## config.mk

```make
export PLATFORM = sky130hd
export DESIGN_NAME = alu_seq_exec
export DESIGN_NICKNAME = d
export VERILOG_FILES = /design/src/rtl/alu_seq_exec.sv
export SDC_FILE = /design/constraint.sdc
export NUM_CORES = 1
export LEC_CHECK = 0
export BUFFER_PORTS_ARGS = -buffer_cell sky130_fd_sc_hd__clkbuf_2
export CAP_MARGIN = 20
export CORE_MARGIN = 5
export CORE_UTILIZATION = 55
export DETAILED_ROUTE_END_ITERATION = 10
export PLACE_DENSITY = 0.78
export SLEW_MARGIN = 20
export SYNTH_ARGS = -nofsm -noshare
export SYNTH_HDL_FRONTEND = slang
export SYNTH_SLANG_ARGS = --single-unit
export TNS_END_PERCENT = 10
```

## constraint.sdc

```tcl
create_clock -name clk_i -period 3.3 [get_ports clk_i]
set_clock_uncertainty 0.2 [all_clocks]
set_input_delay 0.165 -clock clk_i [delete_from_list [all_inputs] [get_ports clk_i]]
set_output_delay 0.165 -clock clk_i [all_outputs]
set_load 0.01 [all_outputs]
```

## src/rtl/alu_seq_exec.sv

```systemverilog
// Multi-cycle ALU execution unit with a valid/ready result handshake; shifts iterate one bit per cycle.
// Define ALU_BARREL_SHIFT_EN to compute shifts in a single cycle instead (no SHIFT state or counter).
module alu_seq_exec #(
    parameter int WIDTH = 32
) (
    input  logic             clk_i,
    input  logic             rst_ni,
    input  logic             valid_i,
    output logic             ready_o,
    input  logic [4:0]       aluop_i,
    input  logic [WIDTH-1:0] op_a_i,
    input  logic [WIDTH-1:0] op_b_i,
    output logic             valid_o,
    input  logic             ready_i,
    output logic [WIDTH-1:0] result_o,
    output logic             zero_o,
    output logic             err_o
);

    localparam int SHW = $clog2(WIDTH);

    localparam logic [4:0] OP_AND  = 5'b00000;
    localparam logic [4:0] OP_OR   = 5'b00001;
    localparam logic [4:0] OP_ADD  = 5'b00010;
    localparam logic [4:0] OP_SUB  = 5'b10010;
    localparam logic [4:0] OP_XOR  = 5'b00100;
    localparam logic [4:0] OP_SLT  = 5'b00011;
    localparam logic [4:0] OP_SLTU = 5'b00101;
    localparam logic [4:0] OP_SLL  = 5'b00111;
    localparam logic [4:0] OP_SRL  = 5'b00110;
    localparam logic [4:0] OP_SRA  = 5'b01000;

`ifdef ALU_BARREL_SHIFT_EN
    typedef enum logic [1:0] {
        ST_IDLE = 2'd0,
        ST_DONE = 2'd2
    } state_t;
`else
    typedef enum logic [1:0] {
        ST_IDLE  = 2'd0,
        ST_SHIFT = 2'd1,
        ST_DONE  = 2'd2
    } state_t;

    localparam logic [SHW-1:0] CNT_ONE = {{(SHW-1){1'b0}}, 1'b1};
`endif

    // Single-cycle result; in the iterative build a shift reaching here has amount 0, so it passes A.
    function automatic logic [WIDTH-1:0] alu_result(
        input logic [4:0]       op,
        input logic [WIDTH-1:0] a,
        input logic [WIDTH-1:0] b
    );
        logic [WIDTH-1:0] res;
        case (op)
            OP_AND:  res = a & b;
            OP_OR:   res = a | b;
            OP_ADD:  res = a + b;
            OP_SUB:  res = a - b;
            OP_XOR:  res = a ^ b;
            OP_SLT:  res = {{(WIDTH-1){1'b0}}, ($signed(a) < $signed(b))};
            OP_SLTU: res = {{(WIDTH-1){1'b0}}, (a < b)};
`ifdef ALU_BARREL_SHIFT_EN
            OP_SLL:  res = a << b[SHW-1:0];
            OP_SRL:  res = a >> b[SHW-1:0];
            OP_SRA:  res = $signed(a) >>> b[SHW-1:0];
`else
            OP_SLL:  res = a;
            OP_SRL:  res = a;
            OP_SRA:  res = a;
`endif
            default: res = {WIDTH{1'b0}};
        endcase
        return res;
    endfunction

    function automatic logic alu_unsupported(input logic [4:0] op);
        logic bad;
        case (op)
            OP_AND, OP_OR, OP_ADD, OP_SUB, OP_XOR,
            OP_SLT, OP_SLTU, OP_SLL, OP_SRL, OP_SRA: bad = 1'b0;
            default:                                 bad = 1'b1;
        endcase
        return bad;
    endfunction

`ifndef ALU_BARREL_SHIFT_EN
    function automatic logic [WIDTH-1:0] shift_by_one(
        input logic [4:0]       op,
        input logic [WIDTH-1:0] w
    );
        logic [WIDTH-1:0] res;
        case (op)
            OP_SLL:  res = {w[WIDTH-2:0], 1'b0};
            OP_SRL:  res = {1'b0, w[WIDTH-1:1]};
            OP_SRA:  res = {w[WIDTH-1], w[WIDTH-1:1]};
            default: res = w;
        endcase
        return res;
    endfunction
`endif

    state_t           r_state;
    state_t           w_next_state;
    logic [WIDTH-1:0] r_result;
    logic             r_zero;
    logic             r_err;
    logic             r_valid;
    logic [WIDTH-1:0] w_alu;
    logic             w_unsup;
    logic             w_start_shift;

`ifndef ALU_BARREL_SHIFT_EN
    logic [4:0]       r_op;
    logic [WIDTH-1:0] r_work;
    logic [SHW-1:0]   r_cnt;
    logic [WIDTH-1:0] w_shift1;
    logic             w_is_shift;

    assign w_is_shift    = (aluop_i == OP_SLL) || (aluop_i == OP_SRL) || (aluop_i == OP_SRA);
    assign w_start_shift = w_is_shift && (op_b_i[SHW-1:0] != {SHW{1'b0}});
    assign w_shift1      = shift_by_one(r_op, r_work);
`else
    assign w_start_shift = 1'b0;
`endif

    assign w_alu   = alu_result(aluop_i, op_a_i, op_b_i);
    assign w_unsup = alu_unsupported(aluop_i);

    assign ready_o  = (r_state == ST_IDLE);
    assign valid_o  = r_valid;
    assign result_o = r_result;
    assign zero_o   = r_zero;
    assign err_o    = r_err;

    // State register.
    always_ff @(posedge clk_i or negedge rst_ni) begin
        if (!rst_ni) begin
            r_state <= ST_IDLE;
        end else begin
            r_state <= w_next_state;
        end
    end

    // Next-state logic.
    always_comb begin
        w_next_state = r_state;
        case (r_state)
            ST_IDLE: begin
                if (valid_i) begin
                    if (w_start_shift) begin
`ifndef ALU_BARREL_SHIFT_EN
                        w_next_state = ST_SHIFT;
`else
                        w_next_state = ST_DONE;
`endif
                    end else begin
                        w_next_state = ST_DONE;
                    end
                end else begin
                    w_next_state = ST_IDLE;
                end
            end
`ifndef ALU_BARREL_SHIFT_EN
            ST_SHIFT: begin
                if (r_cnt == CNT_ONE) begin
                    w_next_state = ST_DONE;
                end else begin
                    w_next_state = ST_SHIFT;
                end
            end
`endif
            ST_DONE: begin
                if (ready_i) begin
                    w_next_state = ST_IDLE;
                end else begin
                    w_next_state = ST_DONE;
                end
            end
            default: w_next_state = ST_IDLE;
        endcase
    end

    // Datapath: capture on accept, iterate shifts, hold the result through DONE.
    always_ff @(posedge clk_i or negedge rst_ni) begin
        if (!rst_ni) begin
            r_result <= {WIDTH{1'b0}};
            r_zero   <= 1'b0;
            r_err    <= 1'b0;
            r_valid  <= 1'b0;
`ifndef ALU_BARREL_SHIFT_EN
            r_op     <= 5'b00000;
            r_work   <= {WIDTH{1'b0}};
            r_cnt    <= {SHW{1'b0}};
`endif
        end else begin
            case (r_state)
                ST_IDLE: begin
                    if (valid_i) begin
`ifndef ALU_BARREL_SHIFT_EN
                        r_op   <= aluop_i;
                        r_work <= op_a_i;
                        r_cnt  <= op_b_i[SHW-1:0];
`endif
                        if (!w_start_shift) begin
                            r_result <= w_alu;
                            r_zero   <= (w_alu == {WIDTH{1'b0}});
                            r_err    <= w_unsup;
                            r_valid  <= 1'b1;
                        end
                    end
                end
`ifndef ALU_BARREL_SHIFT_EN
                ST_SHIFT: begin
                    r_work <= w_shift1;
                    r_cnt  <= r_cnt - CNT_ONE;
                    if (r_cnt == CNT_ONE) begin
                        r_result <= w_shift1;
                        r_zero   <= (w_shift1 == {WIDTH{1'b0}});
                        r_err    <= 1'b0;
                        r_valid  <= 1'b1;
                    end
                end
`endif
                ST_DONE: begin
                    if (ready_i) begin
                        r_valid <= 1'b0;
                        r_err   <= 1'b0;
                    end
                end
                default: begin
                    r_valid <= 1'b0;
                end
            endcase
        end
    end

endmodule

```

==> impl_metrics.ini <==
[logic_synthesis]
synthCells = 1500
synth_top_area_share_pct = 18.8
ys.warnings.count = 0
synth_edf_count = 0
synth_area_leaders = dfrtp_1 19%, ha_1 14%, o21ai_0 9.3%
synthArstFlopShare_pct = 100
ys_ff_latch = 79
synth_area_leader_cell = dfrtp_1
yosysSeqAreaShare_pct = 18.8
synth_flop_cell = dfrtp_1
avgSynthCellArea_sq_um = 7.03
syn-cell-area_sq_um = 10500
synth_nets = 1689
ys_types = 82

[critical_path]
crit_type = in2reg
required_ns = 3.35
r2r_start = r_state[0]
cp_max_fo = 3
crit_arrival_ns = 3.38
setup.worst_path.start = op_a_i[0]
critPathCaptureType = register
startpoint_type = primary input

[global_routing]
grt_pass1_vias = 13100
grt_pass1_wl_mm = 69.7
grt_max_degree = 91
globalRouteOverflowTotal = 0
antenna_found_initial = 1
gr-usage-all-layers_pct = 39.5

[routing]
viasPerCell = 6.47
via_count = 13900
wl_mm = 45.6
drc = 0
first_pass_iters = 8
drt_iter0_drc = 1670
ant_nets = 0
routedWlPerCell_microns = 21.2

[clocking]
h-tree-depth = 3
ctsLongestPathBuffers = 2
cts.sinks = 79
numCtsBuffers = 9
clk_pin_slew_ns = 0.06
cts_tree = done
cts.root.buffer_cell = clkbuf_16
clk_latency_ns = 0.34

[sta]
fin_setup_tns_ns = -0.0344
setup_viol = 1
max_freq_mhz = 300
min_period_ns = 3.33
fin_ws_ns = -0.0344
finalCritPeriodShare_pct = 101
timing.final.hold_violations = 0
worst_slew_pin_slew_ns = 0.808
max_slew_margin_pct = 46.1
slew_viol_final = 0
rsz0062_at_grt = yes

[finish]
final_cells = 2150
drive_above_1_share_pct = 30.7
area_growth_pct = 37.8
fin_util_pct = 77.4
final_nets = 2100
diodes = 0

[power]
ir_drop_uv = 330
cellInternalPower_w = 0.00359
swShare_pct = 45.0
p_leak_nw = 6.91
power.density_nw_per_um2 = 449
power_frac_comb_pct = 55.3
p_seq_share_pct = 27.9
switchingPower_w = 0.00293
clkPwrFrac_pct = 16.7

[worst_hold_path]
hp-class = in2reg
worst_hold_startpoint = op_b_i[4]

[placement]
place_worst_setup_slack_ns = -0.513
hpwl_mm = 36.0
place_inst = 2125
io_buffer_count = 108
place_congestion = 1.04

[floorplanning]
placementRows = 50
core_sq_um = 18800
die_x_microns = 148
initial_core_util_pct = 56.2
ios = 109
die_area_sq_um = 22000
die_h_microns = 148

[run_status]
violations = negative setup slack
status = finished with violations

[flow_run]
maxCapViolations = 0
==> final timing paths <==
kind	slack, ns	end	cells after the start
max	-0.03	zero_o	15
min	0.05	r_cnt[4]	4
max reg2reg	0.10	zero_o	14
min reg2reg	0.28	err_o	1
max in group asynchronous	2.23	r_work[27]	3
min in group asynchronous	0.08	r_cnt[4]	2
==> power by group through the flow <==
| stage | combinational, W | clock, W | sequential, W |
|---|---|---|---|
| final | 0.00361 | 0.00109 | 0.00182 |
| after global routing | 0.00389 | 0.00112 | 0.00187 |
| after CTS | 0.00344 | 0.00108 | 0.00179 |
| after detailed placement | 0.00337 | 0 | 0.00179 |
| after global placement | 0.00329 | 0 | 0.00176 |
| after floorplan | 0.00184 | 0 | 0.00180 |
==> cells in the final DEF (no fill, tap or decap), types with 6 or more instances in the layout <==
master | synthesis | final
nor4_1 | 25 | 21
nand2b_1 | 11 | 10
dfrtp_1 | 79 | 79
mux2i_1 | 11 | 11
a21oi_1 | 121 | 118
o211ai_1 | 19 | 19
a221o_1 | 14 | 14
o21bai_1 | 8 | 7
or3_1 | 9 | 8
a211oi_1 | 18 | 14
or4_1 | 6 | 6
clkbuf_16 | 0 | 9
mux2_2 | 12 | 12
nor2b_1 | 17 | 17
inv_1 | 108 | 106
a211o_1 | 8 | 8
o31ai_1 | 12 | 11
a221oi_1 | 15 | 13
nor2_1 | 93 | 92
o21ai_0 | 195 | 190
clkbuf_2 | 0 | 107
o21ai_1 | 3 | 7
ha_1 | 114 | 110
buf_4 | 2 | 390
a31oi_1 | 13 | 12
o22ai_1 | 13 | 13
nand3_1 | 68 | 67
nand2_1 | 195 | 194
o2bb2ai_1 | 7 | 7
o221ai_1 | 6 | 6
o21a_1 | 12 | 11
a22oi_1 | 9 | 9
nand4_1 | 21 | 21
nor3_1 | 33 | 30
and2_1 | 9 | 9
==> critical path, cell delays in order <==
cell and delay [ns]:
clkbuf_2 0.11, inv_2 0.08, ha_4 0.15, fa_2 0.22
nor2_1 0.06, o311ai_2 0.39, a21oi_2 0.13, a221o_1 0.44
a221oi_4 0.38, o21ai_2 0.11, mux2i_1 0.15, nand3_1 0.15
or3_4 0.36, or3_1 0.32, o31ai_2 0.17
==> cell usage after synthesis (5+ instances only) <==
cell type    n
a21oi_1    121
a31oi_1     13
o211ai_1    19
o21bai_1     8
a22oi_1      9
nand2b_1    11
nor3_1      33
o31ai_1     12
or4_1        6
nand4_1     21
buf_1        9
a221oi_1    15
and3_1       5
nand2_1    195
o221ai_1     6
o22ai_1     13
nand3_1     68
nor2_1      93
and2_1       9
a21boi_0     7
a211oi_1    18
mux2i_1     11
o21ai_0    195
or3_1        9
a41oi_1      6
nor2b_1     17
xnor2_1      5
clkbuf_1    64
mux2_2      12
nand3b_1     5
a221o_1     14
dfrtp_1     79
nor4_1      25
o2bb2ai_1    7
a211o_1      8
o21a_1      12
a21o_1       5
buf_2       26
inv_1      108
ha_1       114
==> routing by layer <==
metal  routed length [microns]  vias up  GRT usage, %
li1                          -     6310             -
met1                     18300     6436          53.4
met2                     19800      953          61.8
met3                      5550      202          8.59
met4                      1950        2          14.8
met5                        13        -             0
==> sequential cells by signal, summed over array words and instances (netlist names) <==
name	cells
r_cnt	5
r_state	2
result_o	32
r_work	32
r_op	5
valid_o	1
zero_o	1
err_o	1
==> stage by stage <==
step                power, W  hold slack (ns)  cell area [sq um]
CTS                  0.00631           0.0141              14300
floorplan            0.00365           -0.331              10600
finish               0.00652           0.0483              14500
global placement     0.00505            0.176              13900
global route         0.00688           0.0705              14500
detailed placement   0.00517            0.181              13900
==> final cells by class <==
type,instances,area (sq um)
flip-flops and latches,79,1980
clock inverters,3,65.1
well taps,234,293
repair buffers,501,3530
multi-input cells,1211,7980
fillers,1366,4250
clock buffers,13,260
inverters,109,409
==> repair_timing <==
item,in CTS,in global routing
setup buffers,2,4
hold buffers,2,0
endpoints found under the hold margin,80,0
setup endpoints to repair,2,11
resized for setup,14,34
pin swaps,4,23
==> kinds of logic after synthesis <==
group                    after synthesis  share of synthesized area (%)
adder cells (fa/ha/maj)              116                           13.9
buffers and inverters                210                           7.86
flip-flops                            79                           18.8
multiplexers                          23                           2.33
XOR/XNOR                               5                          0.416
AND/OR/NAND/NOR                      522                           23.6
AO/OA/AOI/OAI                        545                           33.1
Note: power is estimated with default switching activity, not from simulation.
